**src/rtl/qz_dec_pkg.sv**
```systemverilog
// qz_dec_pkg: shared widths and elaboration helpers for the VCO read-out
// CIC decimator (qz_cic_decimator and its comb stage).
package qz_dec_pkg;

    // Quantizer count width and nominal maximum count per clock.
    localparam int QZ_W   = 3;
    localparam int QZ_MAX = 5;

    // Accumulator/output width that holds QZ_MAX*r^2 without wrap.
    function automatic int cic_out_w(input int r);
        return 3 + 2 * $clog2(r);
    endfunction

    // DC gain of the sinc2 decimator applied to the idle count (offset*r^2).
    function automatic longint offset_gain(input int offset, input int r);
        return longint'(offset) * longint'(r) * longint'(r);
    endfunction

endpackage : qz_dec_pkg

```
**src/rtl/qz_cic_comb.sv**
```systemverilog
// qz_cic_comb: one registered CIC comb (difference) stage.
// On i_load the output register takes i_data minus the previously loaded
// value (minus a constant BIAS), and the delayed copy takes i_data.
// All arithmetic is modulo 2^W.
module qz_cic_comb #(
    parameter int           W    = 8,
    parameter logic [W-1:0] BIAS = {W{1'b0}}
) (
    input  logic         clk,
    input  logic         rst_n,
    input  logic         i_load,
    input  logic [W-1:0] i_data,
    output logic [W-1:0] o_data
);

    logic [W-1:0] r_dly;
    logic [W-1:0] r_diff;

    // Difference register and delayed copy, both updated only on the load strobe.
    always_ff @(posedge clk or negedge rst_n) begin
        if (!rst_n) begin
            r_dly  <= {W{1'b0}};
            r_diff <= {W{1'b0}};
        end else if (i_load) begin
            r_diff <= i_data - r_dly - BIAS;
            r_dly  <= i_data;
        end else begin
            r_dly  <= r_dly;
            r_diff <= r_diff;
        end
    end

    assign o_data = r_diff;

endmodule : qz_cic_comb

```
**src/rtl/qz_cic_decimator.sv**
```systemverilog
// qz_cic_decimator: 2nd-order CIC (sinc2) decimator by R for the VCO
// quantizer count stream, with a 1-deep valid/ready output register and a
// sticky overrun flag.
// Optional feature macro: QZ_DEC_OFFSET_EN -- subtracts OFFSET*R^2 so the
// idle VCO count maps to 0 and out_data reads as two's complement.
module qz_cic_decimator
    import qz_dec_pkg::*;
#(
    parameter int R      = 16,
    parameter int OUT_W  = cic_out_w(R),
    parameter int OFFSET = 0
) (
    input  logic             clk,
    input  logic             rst_n,
    input  logic             en,
    input  logic [QZ_W-1:0]  in_qz,
    output logic [OUT_W-1:0] out_data,
    output logic             out_valid,
    input  logic             out_ready,
    output logic             ovr
);

    localparam int               CNT_W    = (R > 1) ? $clog2(R) : 1;
    localparam logic [CNT_W-1:0] CNT_LAST = CNT_W'(R - 1);

`ifdef QZ_DEC_OFFSET_EN
    localparam bit OFFSET_EN = 1'b1;
`else
    localparam bit OFFSET_EN = 1'b0;
`endif

    // Constant removed in the final comb so the idle count decodes to zero.
    localparam logic [OUT_W-1:0] OUT_BIAS =
        OFFSET_EN ? OUT_W'(offset_gain(OFFSET, R)) : {OUT_W{1'b0}};

    logic [OUT_W-1:0] r_int1;
    logic [OUT_W-1:0] r_int2;
    logic [CNT_W-1:0] r_dec_cnt;
    logic             r_pend;
    logic             r_out_valid;
    logic             r_ovr;
    logic             w_dec;
    logic [OUT_W-1:0] w_c1;
    logic [OUT_W-1:0] w_out;

    // Decimation edge: last enabled clock of each group of R.
    assign w_dec = en && (r_dec_cnt == CNT_LAST);

    // Two cascaded integrators; int2 accumulates the pre-update int1, wrap intended.
    always_ff @(posedge clk or negedge rst_n) begin
        if (!rst_n) begin
            r_int1 <= {OUT_W{1'b0}};
            r_int2 <= {OUT_W{1'b0}};
        end else if (en) begin
            r_int1 <= r_int1 + {{(OUT_W - QZ_W){1'b0}}, in_qz};
            r_int2 <= r_int2 + r_int1;
        end else begin
            r_int1 <= r_int1;
            r_int2 <= r_int2;
        end
    end

    // Decimation counter 0..R-1, advancing only on enabled clocks.
    always_ff @(posedge clk or negedge rst_n) begin
        if (!rst_n) begin
            r_dec_cnt <= {CNT_W{1'b0}};
        end else if (w_dec) begin
            r_dec_cnt <= {CNT_W{1'b0}};
        end else if (en) begin
            r_dec_cnt <= r_dec_cnt + {{(CNT_W - 1){1'b0}}, 1'b1};
        end else begin
            r_dec_cnt <= r_dec_cnt;
        end
    end

    // Pending strobe: the second comb fires one clock after each decimation edge.
    always_ff @(posedge clk or negedge rst_n) begin
        if (!rst_n) begin
            r_pend <= 1'b0;
        end else begin
            r_pend <= w_dec;
        end
    end

    // First comb: c1 = int2 - int2_d on the decimation edge.
    qz_cic_comb #(
        .W    (OUT_W),
        .BIAS ({OUT_W{1'b0}})
    ) u_comb1 (
        .clk    (clk),
        .rst_n  (rst_n),
        .i_load (w_dec),
        .i_data (r_int2),
        .o_data (w_c1)
    );

    // Second comb: its register is the output sample register.
    qz_cic_comb #(
        .W    (OUT_W),
        .BIAS (OUT_BIAS)
    ) u_comb2 (
        .clk    (clk),
        .rst_n  (rst_n),
        .i_load (r_pend),
        .i_data (w_c1),
        .o_data (w_out)
    );

    // Output handshake: new samples set valid, a stalled overwrite sets sticky ovr.
    always_ff @(posedge clk or negedge rst_n) begin
        if (!rst_n) begin
            r_out_valid <= 1'b0;
            r_ovr       <= 1'b0;
        end else if (r_pend) begin
            r_out_valid <= 1'b1;
            if (r_out_valid && !out_ready) begin
                r_ovr <= 1'b1;
            end else begin
                r_ovr <= r_ovr;
            end
        end else if (r_out_valid && out_ready) begin
            r_out_valid <= 1'b0;
            r_ovr       <= r_ovr;
        end else begin
            r_out_valid <= r_out_valid;
            r_ovr       <= r_ovr;
        end
    end

    assign out_data  = w_out;
    assign out_valid = r_out_valid;
    assign ovr       = r_ovr;

endmodule : qz_cic_decimator

```
**config.mk**
```make
export PLATFORM = sky130hd
export DESIGN_NAME = qz_cic_decimator
export DESIGN_NICKNAME = d
export VERILOG_FILES = /design/src/rtl/qz_dec_pkg.sv /design/src/rtl/qz_cic_comb.sv /design/src/rtl/qz_cic_decimator.sv
export SDC_FILE = /design/constraint.sdc
export NUM_CORES = 1
export LEC_CHECK = 0
export CORE_MARGIN = 3
export CORE_UTILIZATION = 33
export DETAILED_ROUTE_END_ITERATION = 10
export PLACE_DENSITY = 0.51
export SLEW_MARGIN = 20
export SYNTH_ARGS = -nofsm -noshare
export SYNTH_HDL_FRONTEND = slang
export SYNTH_SLANG_ARGS = --single-unit
```
**constraint.sdc**
```tcl
create_clock -name clk -period 2.05 [get_ports clk]
set_input_delay 0.41 -clock clk [delete_from_list [all_inputs] [get_ports clk]]
set_output_delay 0.41 -clock clk [all_outputs]
set_load 0.005 [all_outputs]
```
**Yosys cells after proc, flatten, opt, wreduce, memory -nomap -nowiden**

Index checks and enable logic that the tools add are counted.

- Logic and storage cells: 27
- Bits in writable memories: 0
- Bits in registers: 73
- Output and inout bits: 13
- Bits in latches: 0
- Input port bits: 7
- Memory bits (read-only): 0
- Memories: 0

- Bitwise logic cells: 0
- $mul: 0
- Mux-type cells: 4
- Equal/unequal tests: 1
- Div/mod/pow operators: 0
- Shifts and indexed selects: 0
- Reductions and logical operators: 7
- $add $sub $neg: 5
- $lt $le $gt $ge: 0

Operators by type and width:

| operator | number |
|---|---|
| subtractor 11 bit | 2 |
| adder 11 bit | 1 |
| adder 11 x 3 -> 11 bit | 1 |
| 2-to-1 mux 4 bit | 2 |
| adder 4 x 1 -> 4 bit (second input constant) | 1 |
| equality test 4 bit (second input constant) | 1 |
| nonzero test 2 bit | 2 |
| logical AND 1 bit | 3 |
| 2-to-1 mux 1 bit | 2 |
| AND reduction 2 bit | 1 |
| logical NOT 1 bit | 1 |

**Longest topological paths before layout**

- Depth in word-level cells: 3
- Depth in mapped cells: 9
- Gate-level depth less buffers: 9

**By module**

From an unflattened synthesis, not the netlist that was laid out.

- Cells, all modules: 432
- Area, all modules: 4340.4 um^2

Modules (own cells, without submodules):

| module | instances | sequential area each (um^2) | area an instance (um^2) | cells each |
|---|---|---|---|---|
| qz_cic_decimator | 1 | 725.7 | 1757.9 | 165 |
| qz_cic_comb at u_comb2 | 1 | 550.5 | 1293.7 | 134 |
| qz_cic_comb at u_comb1 | 1 | 550.5 | 1288.7 | 133 |

**Worst setup path after synthesis**

OpenSTA, ideal clock, no wires.

- Path kind: reg-to-reg
- Start: register r_int2[0]
- End: register u_comb1.r_diff[8] (netlist: u_comb1.o_data[8])
- Data required time: 1.919 ns
- Buffers on the path: 0
- Arrival time: 1.819 ns
- Clock period less this slack: 1.950 ns
- Slack: 0.100 ns
- Setup time: 0.131 ns
- Stages on the path, launching flop included: 10
- Cells stage by stage: dfrtp_1 -> inv_1 -> ha_1 -> inv_1 -> fa_1 -> a21oi_1 -> o21ai_1 -> a221oi_1 -> xor2_1 -> o21ai_1

- Cells in the longest elaborated chain, start to end: 1

RTL lines:

| item | RTL line | source |
|---|---|---|
| from (decl) | qz_cic_decimator.sv:37 | `logic [OUT_W-1:0] r_int2;` |
| from (signal assigned) | qz_cic_decimator.sv:53 | `r_int2 <= {OUT_W{1'b0}};` |
| from (signal assigned) | qz_cic_decimator.sv:56 | `r_int2 <= r_int2 + r_int1;` |
| from (signal assigned) | qz_cic_decimator.sv:59 | `r_int2 <= r_int2;` |
| subtractor 11 bit | qz_cic_comb.sv:25 | `r_diff <= i_data - r_dly - BIAS;` |
| to (signal assigned) | qz_cic_comb.sv:23 | `r_diff <= {W{1'b0}};` |
| to (signal assigned) | qz_cic_comb.sv:25 |  |
| to (signal assigned) | qz_cic_comb.sv:29 | `r_diff <= r_diff;` |
| to (decl) | qz_cic_comb.sv:17 | `logic [W-1:0] r_diff;` |

Every way passes these cells.
A chain may end at the register's enable or synchronous reset.

**Worst setup path in the final report**

- Start: register r_int1[0]
- End: register r_int2[10]

- Cells in the longest elaborated chain, start to end: 1

RTL lines:

| item | RTL line | source |
|---|---|---|
| from (decl) | qz_cic_decimator.sv:36 | `logic [OUT_W-1:0] r_int1;` |
| from (signal assigned) | qz_cic_decimator.sv:52 | `r_int1 <= {OUT_W{1'b0}};` |
| from (signal assigned) | qz_cic_decimator.sv:55 | `r_int1 <= r_int1 + {{(OUT_W - QZ_W){1'b0}}, in_qz};` |
| from (signal assigned) | qz_cic_decimator.sv:58 | `r_int1 <= r_int1;` |
| adder 11 bit | qz_cic_decimator.sv:56 |  |

Every way passes these cells.

==> results.rst <==
.. list-table::
   :header-rows: 1

   * - Metric
     - Value
   * - Number of standard cells after synthesis
     - 443
   * - Clock latency on the worst-skew pair
     - 0.33 ns
   * - Startpoint types
     - flop
   * - Number of top-level pins
     - 20
   * - Number of max-capacitance violations reported
     - 0
   * - Initial DRT Pass Iterations
     - 4
   * - Period minus WS final
     - 1.966 ns
   * - Largest net degree at the start of global routing
     - 43
   * - Crit path arrival time
     - 2.21 ns
   * - Register bit total from synthesis
     - 73
   * - Fraction of registers with async set/reset
     - 100.0%
   * - WL per Instance
     - 12.44 um
   * - Net count after synthesis
     - 488
   * - Global-route usage over all layers
     - 12.29%
   * - Total power divided by cell area
     - 1726 nW/um2
   * - Total vias in the final route
     - 3218
   * - GRT overflow
     - 0
   * - Routability congestion estimate from global placement
     - 0.7547
   * - Leakage component of the power
     - 2.387 nW
   * - Worst min path class
     - in -> async
   * - Post-route antenna net violation count
     - 0
   * - Fraction of met3 tracks used by global routing
     - 2.993%
   * - Tcrit/Tclk final
     - 95.91%
   * - Core area
     - 12720 um2
   * - First-iteration detailed-routing DRC count
     - 120
   * - Antenna violations before repair
     - 0
   * - Worst stage delay on the critical path
     - 0.40 ns
   * - Crit path kind
     - reg -> reg
   * - Global-route met1 utilization
     - 14.72%
   * - Final net count
     - 530
   * - Area growth from synthesis to final layout
     - 19.82%
   * - Req. time, crit path
     - 2.29 ns
   * - TritonCTS clock tree
     - done
   * - Number of remaining DRC errors
     - 0
   * - Sequential area share after synthesis
     - 42.31%
   * - Die Y-Extent
     - 120.4 um
   * - Top cells by instance count after synthesis
     - dfrtp_1 (73), nand2_1 (67), o21ai_0 (38)
   * - Via-per-instance ratio
     - 4.868
   * - Hold-fix buffers, CTS
     - 0
   * - Cell Rows
     - 41
   * - Maximum buffer depth of the clock tree
     - 2
   * - Most repeated cell in the gate-level netlist after synthesis
     - dfrtp_1
   * - Worst Clk Skew
     - 0.002422 ns
   * - Most area-consuming cells after synthesis
     - dfrtp_1 (42%), ha_1 (9.9%), nand2_1 (5.8%)
   * - Clk sink count
     - 73
   * - Dominant cell type by area after synthesis
     - dfrtp_1
   * - Pre-CTS worst setup slack
     - -0.1960 ns
   * - Hpwl dp
     - 6.149 mm
   * - Headroom to the max-slew limit
     - 62.49%
   * - Total Wirelength
     - 8.222 mm
   * - Sum of negative setup slack
     - 0 ns
   * - Fin. max-slew vios
     - 0
   * - Area share of the largest cell type after synthesis
     - 42.31%
   * - Global route hottest layer
     - met2
   * - Synthesis warning total
     - 0
   * - Share of final-layout standard cells stronger than drive strength 1
     - 15.34%
   * - Width of the die
     - 120.4 um
   * - Worst-path fanout max
     - 4
   * - Worst Reg-to-Reg Cells
     - 8
   * - Vias in the first global route
     - 3273
   * - Average size of a mapped cell
     - 9.747 um2
   * - Startpoint of the lowest-slack register-to-register path
     - r_int1[0]
   * - Distinct cells, synth
     - 57
   * - Maximum level of the CTS H-tree
     - 3
   * - Worst setup slack after layout
     - 0.08383 ns
   * - Total clock buffers created by CTS
     - 9
   * - Summed instance area of the synthesized netlist
     - 4318 um2
   * - Total power after layout
     - 0.008928 W
   * - Smallest hold slack
     - 0.08116 ns
   * - Number of enable flip-flop cells after synthesis
     - 0
   * - Max frequency
     - 508.6 MHz
   * - End of the worst register-to-register path
     - r_int2[10]
   * - Worst Max-Slew Pin Slew
     - 0.5627 ns
   * - Cell at the slowest stage of the critical path
     - dfrtp_1
   * - Run status
     - complete, no violations
   * - Fin. Hold Viols
     - 0
   * - VDD IR-drop max
     - 0.5586 mV
   * - Effective utilization at floorplan
     - 33.94%
   * - CP Cell Sequence
     - ha_2 > inv_2 > fa_2 > nor2b_4 > o31a_4 > o31ai_4 > mux2_4 > o2111ai_1
   * - Clock-pin slew on the worst setup and hold paths
     - 0.06 ns
   * - Count of port buffers added during placement
     - 19
   * - GR met2 Demand/Resource
     - 21.48%
   * - Wire length of the first global-routing pass
     - 14.65 mm
   * - Antenna Cells
     - 0
   * - Reg-to-reg setup timing slack
     - 0.08 ns
   * - Setup violation total in the final timing report
     - 0
   * - Clock root buffer
     - clkbuf_16
   * - CP endpoint kind
     - flop
   * - Most used DFF post-synth
     - dfrtp_1
   * - Floorplan die area
     - 14490 um2
==> power by group <==
part / internal [W] / switching [W]
logic: 0.00240 / 0.00256
registers: 0.00203 / 0.000443
clock network: 0.000929 / 0.000563
total: 0.00536 / 0.00357
==> sequential cells by signal, summed over array words and instances (netlist names) <==
signal,flops
out_valid,1
r_int1,11
r_dec_cnt,4
r_pend,1
r_int2,11
u_comb2.r_dly,11
u_comb1.r_dly,11
ovr,1
u_comb2.o_data,11
u_comb1.o_data,11
==> worst max path at each step <==
stage | start | endpoint | slack, ns | cells past startpoint
after floorplan | r_int2[0] | u_comb1.o_data[8] | 0.1 | 9
after global placement | in_qz[0] | r_int1[10] | -0.16 | 8
after detailed placement | in_qz[0] | r_int1[10] | -0.20 | 8
after CTS | r_int1[0] | r_int2[10] | 0.02 | 8
after global routing | r_int2[0] | u_comb1.o_data[8] | -0.01 | 9
final | r_int1[0] | r_int2[10] | 0.08 | 8
==> per-stage QoR <==
| stage | util (%) | cell area [um2] | std cells |
|---|---|---|---|
| after floorplan | - | 4318 | 443 |
| after global placement | 38.07 | 4843 | 645 |
| after detailed placement | 38.07 | 4843 | 645 |
| after CTS | 40.49 | 5151 | 661 |
| after global routing | 40.67 | 5174 | 661 |
| final | 40.67 | 5174 | 661 |
==> kinds of logic after synthesis <==
logic type | share of synthesized area (%)
xor gates and xnor gates | 4.868
adders and majority gates | 11.71
muxes | 4.578
buffers and inverters | 4.665
DFF | 42.31
AOI/OAI and AO/OA | 18.72
and+or+nand+nor | 13.16
==> critical path: cells and delay by family (launching register included) <==
| family | cells | cell delay [ns] |
|---|---|---|
| AO/OA/AOI/OAI | 3 | 0.63 |
| buffers and inverters | 1 | 0.05 |
| adder cells (fa/ha/maj) | 2 | 0.42 |
| multiplexers | 1 | 0.33 |
| AND/OR/NAND/NOR | 1 | 0.05 |
| flip-flops | 1 | 0.40 |
==> repair_timing <==
action	in CTS	in global routing
resized for setup	7	7
buffers inserted	1	0
pin swaps	2	8
endpoints found under the setup margin	4	10
==> per-layer routing <==
metal	vias to the layer above	wire, um
met5	-	0
met4	0	126
met3	11	255
met2	32	3959
met1	1521	3881
li1	1654	-
==> placed cells by master (no fill, tap or decap), types with 5 or more instances in the layout <==
cell	Yosys	routed
dfrtp_1	73	73
nand2_1	67	67
o21ai_0	38	38
inv_1	37	35
ha_1	34	32
buf_4	0	24
a21oi_1	22	21
clkdlybuf4s50_1	0	18
xnor2_1	15	15
nor2_1	13	13
mux2_2	13	13
a21o_1	11	11
xor2_1	9	9
nand3_1	9	9
clkbuf_16	0	9
o21a_1	8	8
nand4_1	7	7
nor3_1	5	5
==> final cells by class <==
cell class	count	area (um2)
Clock buffer	11	232.7
Clock inverter	4	45.04
Fill cell	1299	7548
Inverter	37	138.9
Multi-Input combinational cell	321	2335
Sequential cell	73	1827
Tap cell	172	215.2
Timing Repair Buffer	43	380.4
Note: power is estimated with default switching activity, not from simulation.
==> RTL edit: new RTL, same settings <==
Change the parameter `R` from 16 to 32.
--- a/src/rtl/qz_cic_decimator.sv
+++ b/src/rtl/qz_cic_decimator.sv
@@ -7,5 +7,5 @@
     import qz_dec_pkg::*;
 #(
-    parameter int R      = 16,
+    parameter int R      = 32,
     parameter int OUT_W  = cic_out_w(R),
     parameter int OFFSET = 0
Interface: changed (resized out_data); port bits go from 20 to 22. No check against the original RTL was run, so the function may have changed too.
==> RTL edit against the original RTL <==
- the flow now finishes with violations (negative setup slack)
- sequential cell count is 13 higher
- fmax down 14%
- highest routed layer unchanged
- synthesized area increased by 16%
- count of clock-buffer cells in the layout unchanged
- sequential power grew 16%
- worst hold slack worse by 0.056 ns
- wire length rose by 23%
- total power is 37% higher
- worst setup slack lost 0.31 ns
- utilization is 3.5 points higher
- global-route usage grew 1.1 points
- design area grew 26%
==> RTL edit: results <==
export IMPL_final_setup_worst_slack_ns=-0.231
export IMPL_finalSetupViolCount=10
export IMPL_layout_filler_cells=1424
export IMPL_grt_start_max_net_pins=37
export IMPL_gp_congestion=0.805
export IMPL_hpwl_um=7520
export IMPL_total_leakage_power_nw=2.97
export IMPL_synth_seq_area_share=0.429
export IMPL_max_slew_margin_rel=0.681
export IMPL_status="finished with violations"
export IMPL_violations_in_the_final_reports="negative setup slack"
export IMPL_non_filler_instance_count_after_layout=788
export IMPL_worstPathArrival_ns=2.51
export IMPL_cp_peak_stage_delay_ns=0.42
export IMPL_grt_usage=0.133
export IMPL_synthesis_nets=566
export IMPL_vdd_drop_max_mv=0.706
export IMPL_dp_worst_setup_slack_ns=-0.201
export IMPL_vias_in_the_first_global_route=3960
export IMPL_finish_net_count=651
export IMPL_crit_fanout=2
export IMPL_portBuffers=21
export IMPL_placement_cell_area_um2=5900
export IMPL_setup_reg_to_reg_worst_slack_ns=-0.23
export IMPL_synthTopCellsByCount="dfrtp_1, nand2_1, o21ai_0"
==> RTL edit: cell count changes after synthesis, sizes merged, moves of 7 or more <==
cell / delta
o21ai: +10
dfrtp: +13
nand2: -14
ha: +7
nor2: +13
xnor2: +10
==> RTL edit: kinds of logic (layout without fill, tap and decap cells) <==
family | Yosys count | after routing | synth area share
flops | 86 | 86 | 0.429
fa+ha+maj | 45 | 45 | 0.118
compound gates | 141 | 141 | 0.179
xor+xnor | 33 | 33 | 0.0576
mux | 21 | 21 | 0.0474
simple gates | 132 | 132 | 0.126
buf+inv | 56 | 146 | 0.0434
==> RTL edit: final cells by class <==
class | count | area [µm²] | area share
clock buffer | 11 | 233 | 0.0358
clock inverter | 5 | 83.8 | 0.0129
inverter | 41 | 156 | 0.0241
multi-input combinational | 372 | 2910 | 0.448
sequential | 86 | 2150 | 0.332
tap | 184 | 230 | 0.0355
timing repair buffer | 89 | 729 | 0.112
==> RTL edit: what timing repair did <==
item / CTS / global route
setup endpoints to repair: 14 / 33
setup buffers: 3 / 0
gates cloned: 0 / 0
pin swaps: 18 / 24
gates resized for setup: 24 / 36
==> RTL edit: per-stage QoR <==
| stage | setup TNS [ns] | power [mW] |
|---|---|---|
| 6_report | -1.06 | 12.2 |
| 5_1_grt | -2.30 | 13.4 |
| 4_1_cts | -1.31 | 11.8 |
| 3_5_place_dp | -2.48 | 9.57 |
| 3_3_place_gp | -2.20 | 9.47 |
| 2_1_floorplan | -0.155 | 7.18 |
==> RTL edit: routing by layer <==
metal	GRT usage	wire length (µm)	vias up
li1	-	-	1990
met1	0.172	4850	1806
met2	0.220	4870	38
met3	0.0334	303	13
met4	0.0451	136	0
met5	0	0	-
==> RTL edit: how the worst min path moves through the flow <==
stage,from,to,slack [ns],cells past startpoint
global placement,rst_n,u_comb2.o_data[1]$_DFFE_PN0P_,0.40,1
floorplan,rst_n,out_valid$_DFFE_PN0P_,0.11,0
global route,rst_n,u_comb2.o_data[2]$_DFFE_PN0P_,0.06,1
finish,rst_n,u_comb2.o_data[1]$_DFFE_PN0P_,0.03,1
detailed placement,rst_n,u_comb2.o_data[1]$_DFFE_PN0P_,0.41,1
CTS,rst_n,u_comb2.r_dly[0]$_DFFE_PN0P_,0.03,1
==> RTL edit: power by group <==
| group | total (mW) | internal (mW) | switching [mW] |
|---|---|---|---|
| clock | 1.74 | 1.07 | 0.668 |
| sequential | 2.87 | 2.38 | 0.485 |
| combinational | 7.59 | 4.03 | 3.56 |
